==> src/rtl/debounce_filter_multi_pkg.sv <==
`default_nettype none
// ============================================================================
//  Module   : debounce_filter_multi_pkg
//  Purpose  : Shared constants and helper function for the debounce filter
//  Revision : 1.0  initial release
// ============================================================================
package debounce_filter_multi_pkg;

  localparam int FLT_STABLE_CNT  = 4;
  localparam int FLT_SYNC_STAGES = 2;

  // Ceiling log2, usable in constant expressions; clog2(1) = 0.
  function automatic int clog2(input int value);
    int r;
    r = 0;
    while ((1 << r) < value) begin
      r = r + 1;
    end
    return r;
  endfunction

endpackage
`default_nettype wire

==> src/rtl/debounce_filter_multi_channel.sv <==
`default_nettype none
// ============================================================================
//  Module   : debounce_channel
//  Purpose  : One filter channel: synchroniser, stability counter, level and
//             registered rise/fall pulse outputs
//  Revision : 1.0  initial release
// ============================================================================
module debounce_channel
  import debounce_filter_multi_pkg::*;
#(
  parameter int   STABLE_CNT  = FLT_STABLE_CNT,
  parameter int   SYNC_STAGES = FLT_SYNC_STAGES,
  parameter logic RESET_VAL   = 1'b0
) (
  input  logic clk,
  input  logic rst,
  input  logic i_enable,
  input  logic i_sig,
  output logic o_sig,
  output logic o_rise,
  output logic o_fall
);

  localparam int               CNT_W      = clog2(STABLE_CNT) + 1;
  localparam logic [CNT_W-1:0] c_term_cnt = CNT_W'(STABLE_CNT - 1);

  logic [SYNC_STAGES-1:0] r_sync;
  logic [CNT_W-1:0]       r_cnt;
  logic                   r_out;
  logic                   r_rise;
  logic                   r_fall;
  logic                   w_s;
  logic                   w_diff;
  logic                   w_term;

  assign w_s    = r_sync[SYNC_STAGES-1];
  assign w_diff = (w_s != r_out);
  assign w_term = (r_cnt == c_term_cnt);

  // The synchroniser keeps shifting even while filtering is paused.
  always_ff @(posedge clk or posedge rst) begin
    if (rst) begin
      r_sync <= {SYNC_STAGES{RESET_VAL}};
    end else begin
      r_sync <= {r_sync[SYNC_STAGES-2:0], i_sig};
    end
  end

  always_ff @(posedge clk or posedge rst) begin
    if (rst) begin
      r_cnt  <= '0;
      r_out  <= RESET_VAL;
      r_rise <= 1'b0;
      r_fall <= 1'b0;
    end else begin
      r_rise <= 1'b0;
      r_fall <= 1'b0;
      if (i_enable) begin
        if (!w_diff) begin
          r_cnt <= '0;
        end else if (w_term) begin
          r_out  <= w_s;
          r_cnt  <= '0;
          r_rise <= w_s;
          r_fall <= ~w_s;
        end else begin
          r_cnt <= r_cnt + CNT_W'(1);
        end
      end
    end
  end

  assign o_sig  = r_out;
  assign o_rise = r_rise;
  assign o_fall = r_fall;

endmodule
`default_nettype wire

==> src/rtl/debounce_filter_multi.sv <==
`default_nettype none
// ============================================================================
//  Module   : debounce_filter_multi
//  Purpose  : Multi-channel debounce filter; replicates independent channels
//             and merges their edge pulses into a single change flag
//  Revision : 1.0  initial release
// ============================================================================
module debounce_filter_multi
  import debounce_filter_multi_pkg::*;
#(
  parameter int   CHANNELS    = 4,
  parameter int   STABLE_CNT  = FLT_STABLE_CNT,
  parameter int   SYNC_STAGES = FLT_SYNC_STAGES,
  parameter logic RESET_VAL   = 1'b0
) (
  input  logic                clk,
  input  logic                rst,
  input  logic                i_enable,
  input  logic [CHANNELS-1:0] i_sig_in,
  output logic [CHANNELS-1:0] o_sig_out,
  output logic [CHANNELS-1:0] o_rise,
  output logic [CHANNELS-1:0] o_fall,
  output logic                o_any_change
);

  for (genvar gi = 0; gi < CHANNELS; gi++) begin : g_ch
    debounce_channel #(
      .STABLE_CNT  (STABLE_CNT),
      .SYNC_STAGES (SYNC_STAGES),
      .RESET_VAL   (RESET_VAL)
    ) u_channel (
      .clk      (clk),
      .rst      (rst),
      .i_enable (i_enable),
      .i_sig    (i_sig_in[gi]),
      .o_sig    (o_sig_out[gi]),
      .o_rise   (o_rise[gi]),
      .o_fall   (o_fall[gi])
    );
  end

  // Pulses are already registered, so the flag lines up with them exactly.
  assign o_any_change = |(o_rise | o_fall);

endmodule
`default_nettype wire

==> config.mk <==
export PLATFORM = sky130hd
export DESIGN_NAME = debounce_filter_multi
export DESIGN_NICKNAME = d
export VERILOG_FILES = /design/src/rtl/debounce_filter_multi_pkg.sv /design/src/rtl/debounce_filter_multi_channel.sv /design/src/rtl/debounce_filter_multi.sv
export SDC_FILE = /design/constraint.sdc
export NUM_CORES = 1
export LEC_CHECK = 0
export ABC_AREA = 1
export CORE_MARGIN = 2
export CORE_UTILIZATION = 45
export CTS_CLUSTER_SIZE = 30
export DETAILED_ROUTE_END_ITERATION = 12
export PLACE_DENSITY = 0.65
export SETUP_SLACK_MARGIN = 0.2
export SLEW_MARGIN = 20
export SYNTH_ARGS = -nofsm -noshare
export SYNTH_HDL_FRONTEND = slang
export SYNTH_HIERARCHICAL = 1
export SYNTH_SLANG_ARGS = --single-unit
==> constraint.sdc <==
create_clock -name clk -period 1.7 [get_ports clk]
set_input_delay 0.34 -clock clk [delete_from_list [all_inputs] [get_ports clk]]
set_output_delay 0.34 -clock clk [all_outputs]
set_load 0.05 [all_outputs]
==> summary.md <==
| Metric | Value |
|---|---|
| Status | finished clean |
| Critical path's top delay family | flip-flops |
| Skew final | 0.00688 ns |
| Post-route setup slack | 0.193 ns |
| Crit Path Category | flop to output pin |
| Chip width | 60.5 um |
| Hold Vio Cnt, Final | 0 |
| Comb power frac | 38.0% |
| Mean post-synth cell area | approximately 9 um2 |
| Clock network power share | between 10% and 20% |
| # diodes | 0 |
| Sw frac | 40.2% |
| Post-Synthesis Cell Area | 1440 um2 |
| Post-synth net total | 170 |
| Pleak | 0.979 nW |
| PwrDens | 1380 nW/um2 |
| Setup slack at placement | ~0.34 ns |
| Largest area contributor in the netlist | dfrtp_1 |
| Hold Path Class | primary input to async pin |
| Fillers | slightly below 300 |
| Critical path startpoint | g_ch[2].u_channel/o_fall |
| RSZ-0062 raised after global routing | yes |
| Max Buffers Root-to-Sink | 2 |
| Worst r2r dst | g_ch[1].u_channel/r_cnt[1] |
| Crit-path max cell delay | 0.39 ns |
| Final ANT Viol Nets | 0 |
| Compound-gate portion of the synthesized area | 7.31% |
| Reg power frac | 42.1% |
| Estimated wirelength of the detail-placed design | around 1800 um |
| Post-synthesis mux area share | 0% |
| Clock root buffer | clkbuf_4 |
| Area Overhead vs Synth | 23.5% |
| Unique cell type count in the Yosys netlist | 11 |
| Chip Height | 60.5 um |
| Fmax | between 0.6 and 0.7 GHz |
| Reg-to-reg slack, setup | between 0.5 and 0.6 ns |
| Slew @ Worst Pin | 0.308 ns |
| DRC Markers | 0 |
| CTS Hold Bufs | 0 |
| All-Layer GR Usage | 16.6% |
| R2R depth | 6 |
| Sw power | 0.000984 W |
| Post-synth top cells | 44 x inv_1, 41 x nand2_1, 32 x dfrtp_1, 8 x nand2_2, 8 x o21ai_2 |
| Most repeated library cell on the critical path | nand2_2 |
| IO Port Bufs | 19 |
| Global route hottest layer | met2 |
| Async set or reset register ratio after synthesis | 100% |
| Grt met1 use | 17.4% |
| Max stage delay cell, worst path | dfrtp_1 |
| Pre-antenna DRT Iters | 4 |
| Vias in the first global route | 1079 |
| Area contributors post-synth | dfrtp_1 56%, inv_1 11%, nand2_1 11%, o21ai_2 4.9%, ha_1 3.5% |
| FF-to-FF Start | g_ch[1].u_channel/r_cnt[0] |
| Largest net degree at the start of global routing | 21 |
| Area of the multi-input gates | 484 um2 |
| Max-slew violations | 0 |
| Post-synthesis xor/xnor area fraction | 0% |
| Clock slew at reported path FFs | ~0.10 ns |
| Synth Area in Adders | 3.48% |
| CORE AREA | 3050 um2 |
| Setup crit end kind | output pin |
| Tcrit/Tclk final | 88.6% |
| Iter 0 DRT Violations | 29 |
| Share of the synthesized area in the top cell type | 55.7% |
| TNS Setup | 0 ns |
| H-tree Lvls | 2 |
| Post-synthesis sequential area ratio | 55.7% |
| Clock tree from TritonCTS | yes |
| Largest family of logic cells by synthesized area | simple AND/OR/NAND/NOR gates |
| # nets final | 199 |
| Yosys warnings | 6 |
| Grt ovf | 0 |
| I/O pins | 20 |
| Initial antenna violation count | 0 |
| VDD IR max | 0.673 mV |
| Max-cap viol count | 0 |
| FF/Latch Area | 801 um2 |
| Post-synth EDFFs | 0 |
| CTS Buf Count | 5 |
| Count leader, synth | inv_1 |
| Maximum fanout along the worst path | 2 |
| Gpl congestion | 0.806 |
| Worst-skew pair later-pin latency | approximately 0.33 ns |
| Clock tree sinks | 32 |
| Drt total wl | 2430 um |
| Synth Instances | 159 |
| CP startpoint kind | flop |
| Bufs and invs on worst path | 2 |
| Total Power | 0.00245 W |
| Internal Power | between 0.001 and 0.0015 W |
| Max-slew headroom | 79.4% |
| Final Critical Period | ~1.5 ns |
| Initial Util | 47.1% |
| WP data arrival | 1.17 ns |
| Std-Cell Rows | 20 |
| Crit-path cells | inv_1, nand2_2, nor2_4, nand2_2, buf_12 |
| Critical Path RT | around 1.4 ns |
| Post-Synth Simple-Gate Area | 22.0% |
| Top_reg_cell synth | dfrtp_1 |
| Drt wl/cell | 10.5 um |
| M2 GR Usage | between 30% and 40% |
| Share of cells above drive strength 1 | 28.7% |
| GRT met3 Usage | 6.40% |
| Endpoints failing setup | 0 |
| Register bit total from synthesis | 32 |
| Vias per inst | between 4 and 5 |
| Global-route wire length before repair | between 4000 and 5000 um |
| Vias | 1036 |
| Die outline area | 3660 um2 |
routing by layer:
layer / wire length (um) / up-vias
met5: 0 / -
met4: 9 / 0
met3: 124 / 2
met2: 1290 / 21
met1: 1000 / 489
li1: - / 524
layout make-up:
cell class	instances	share of cell area (%)
clock buffer	7	3.66
inverter	44	9.30
multi-input combinational	83	27.3
sequential	32	45.1
tap	44	3.10
timing repair buffer	22	11.6
cell families (layout without fill, tap and decap cells):
logic type | Yosys count | in the layout
flip-flops | 32 | 32
AO/OA/AOI/OAI | 12 | 12
buffers and inverters | 44 | 73
adder cells (fa/ha/maj) | 4 | 4
AND/OR/NAND/NOR | 67 | 67
worst max path at each step:
stage | slack [ns] | depth (start not counted) | endpoint
2_1_floorplan | 0.24 | 4 | o_any_change
3_3_place_gp | 0.37 | 5 | g_ch[2].u_channel/o_sig
3_5_place_dp | 0.34 | 5 | g_ch[0].u_channel/o_sig
4_1_cts | 0.12 | 5 | o_any_change
5_1_grt | 0.11 | 5 | o_any_change
6_report | 0.19 | 5 | o_any_change
through the flow:
step	instance area, um2	utilization, %	std cells	hold slack [ns]
after floorplan	1440	-	159	0.156
after global placement	1680	55.1	223	0.338
after detailed placement	1680	55.1	223	0.342
after CTS	1760	57.7	232	0.365
after global routing	1780	58.2	232	0.376
final	1780	58.2	232	0.362
cells in the final DEF, fill, tap and decap left out, types with 5 or more instances in the layout:
cell / synthesis / routed
inv_1: 44 / 44
nand2_1: 41 / 39
dfrtp_1: 32 / 32
buf_4: 0 / 14
nand2_2: 8 / 10
o21ai_2: 8 / 8
clkdlybuf4s50_1: 0 / 6
nor2_1: 6 / 5
clkbuf_4: 0 / 5
power groups by stage:
stage / clock (W) / sequential (W) / combinational (W)
after CTS: 0.000508 / 0.00103 / 0.000935
after floorplan: 0 / 0.00120 / 0.000513
after detailed placement: 0 / 0.00105 / 0.000930
after global routing: 0.000545 / 0.00106 / 0.00104
after global placement: 0 / 0.00103 / 0.000882
final: 0.000486 / 0.00103 / 0.000932
flip-flops by register name, summed over array words and instances, names as in the netlist:
| signal | count |
|---|---|
| g_ch.u_channel/o_fall | 4 |
| g_ch.u_channel/o_sig | 4 |
| g_ch.u_channel/o_rise | 4 |
| g_ch.u_channel/r_sync | 8 |
| g_ch.u_channel/r_cnt | 12 |
what timing repair did:
| action | CTS | global route |
|---|---|---|
| gates resized for setup | 0 | 4 |
| setup endpoints to repair | 1 | 1 |
| pin swaps | 2 | 2 |
| buffers inserted | 2 | 0 |
Note: power is estimated with default switching activity, not from simulation.
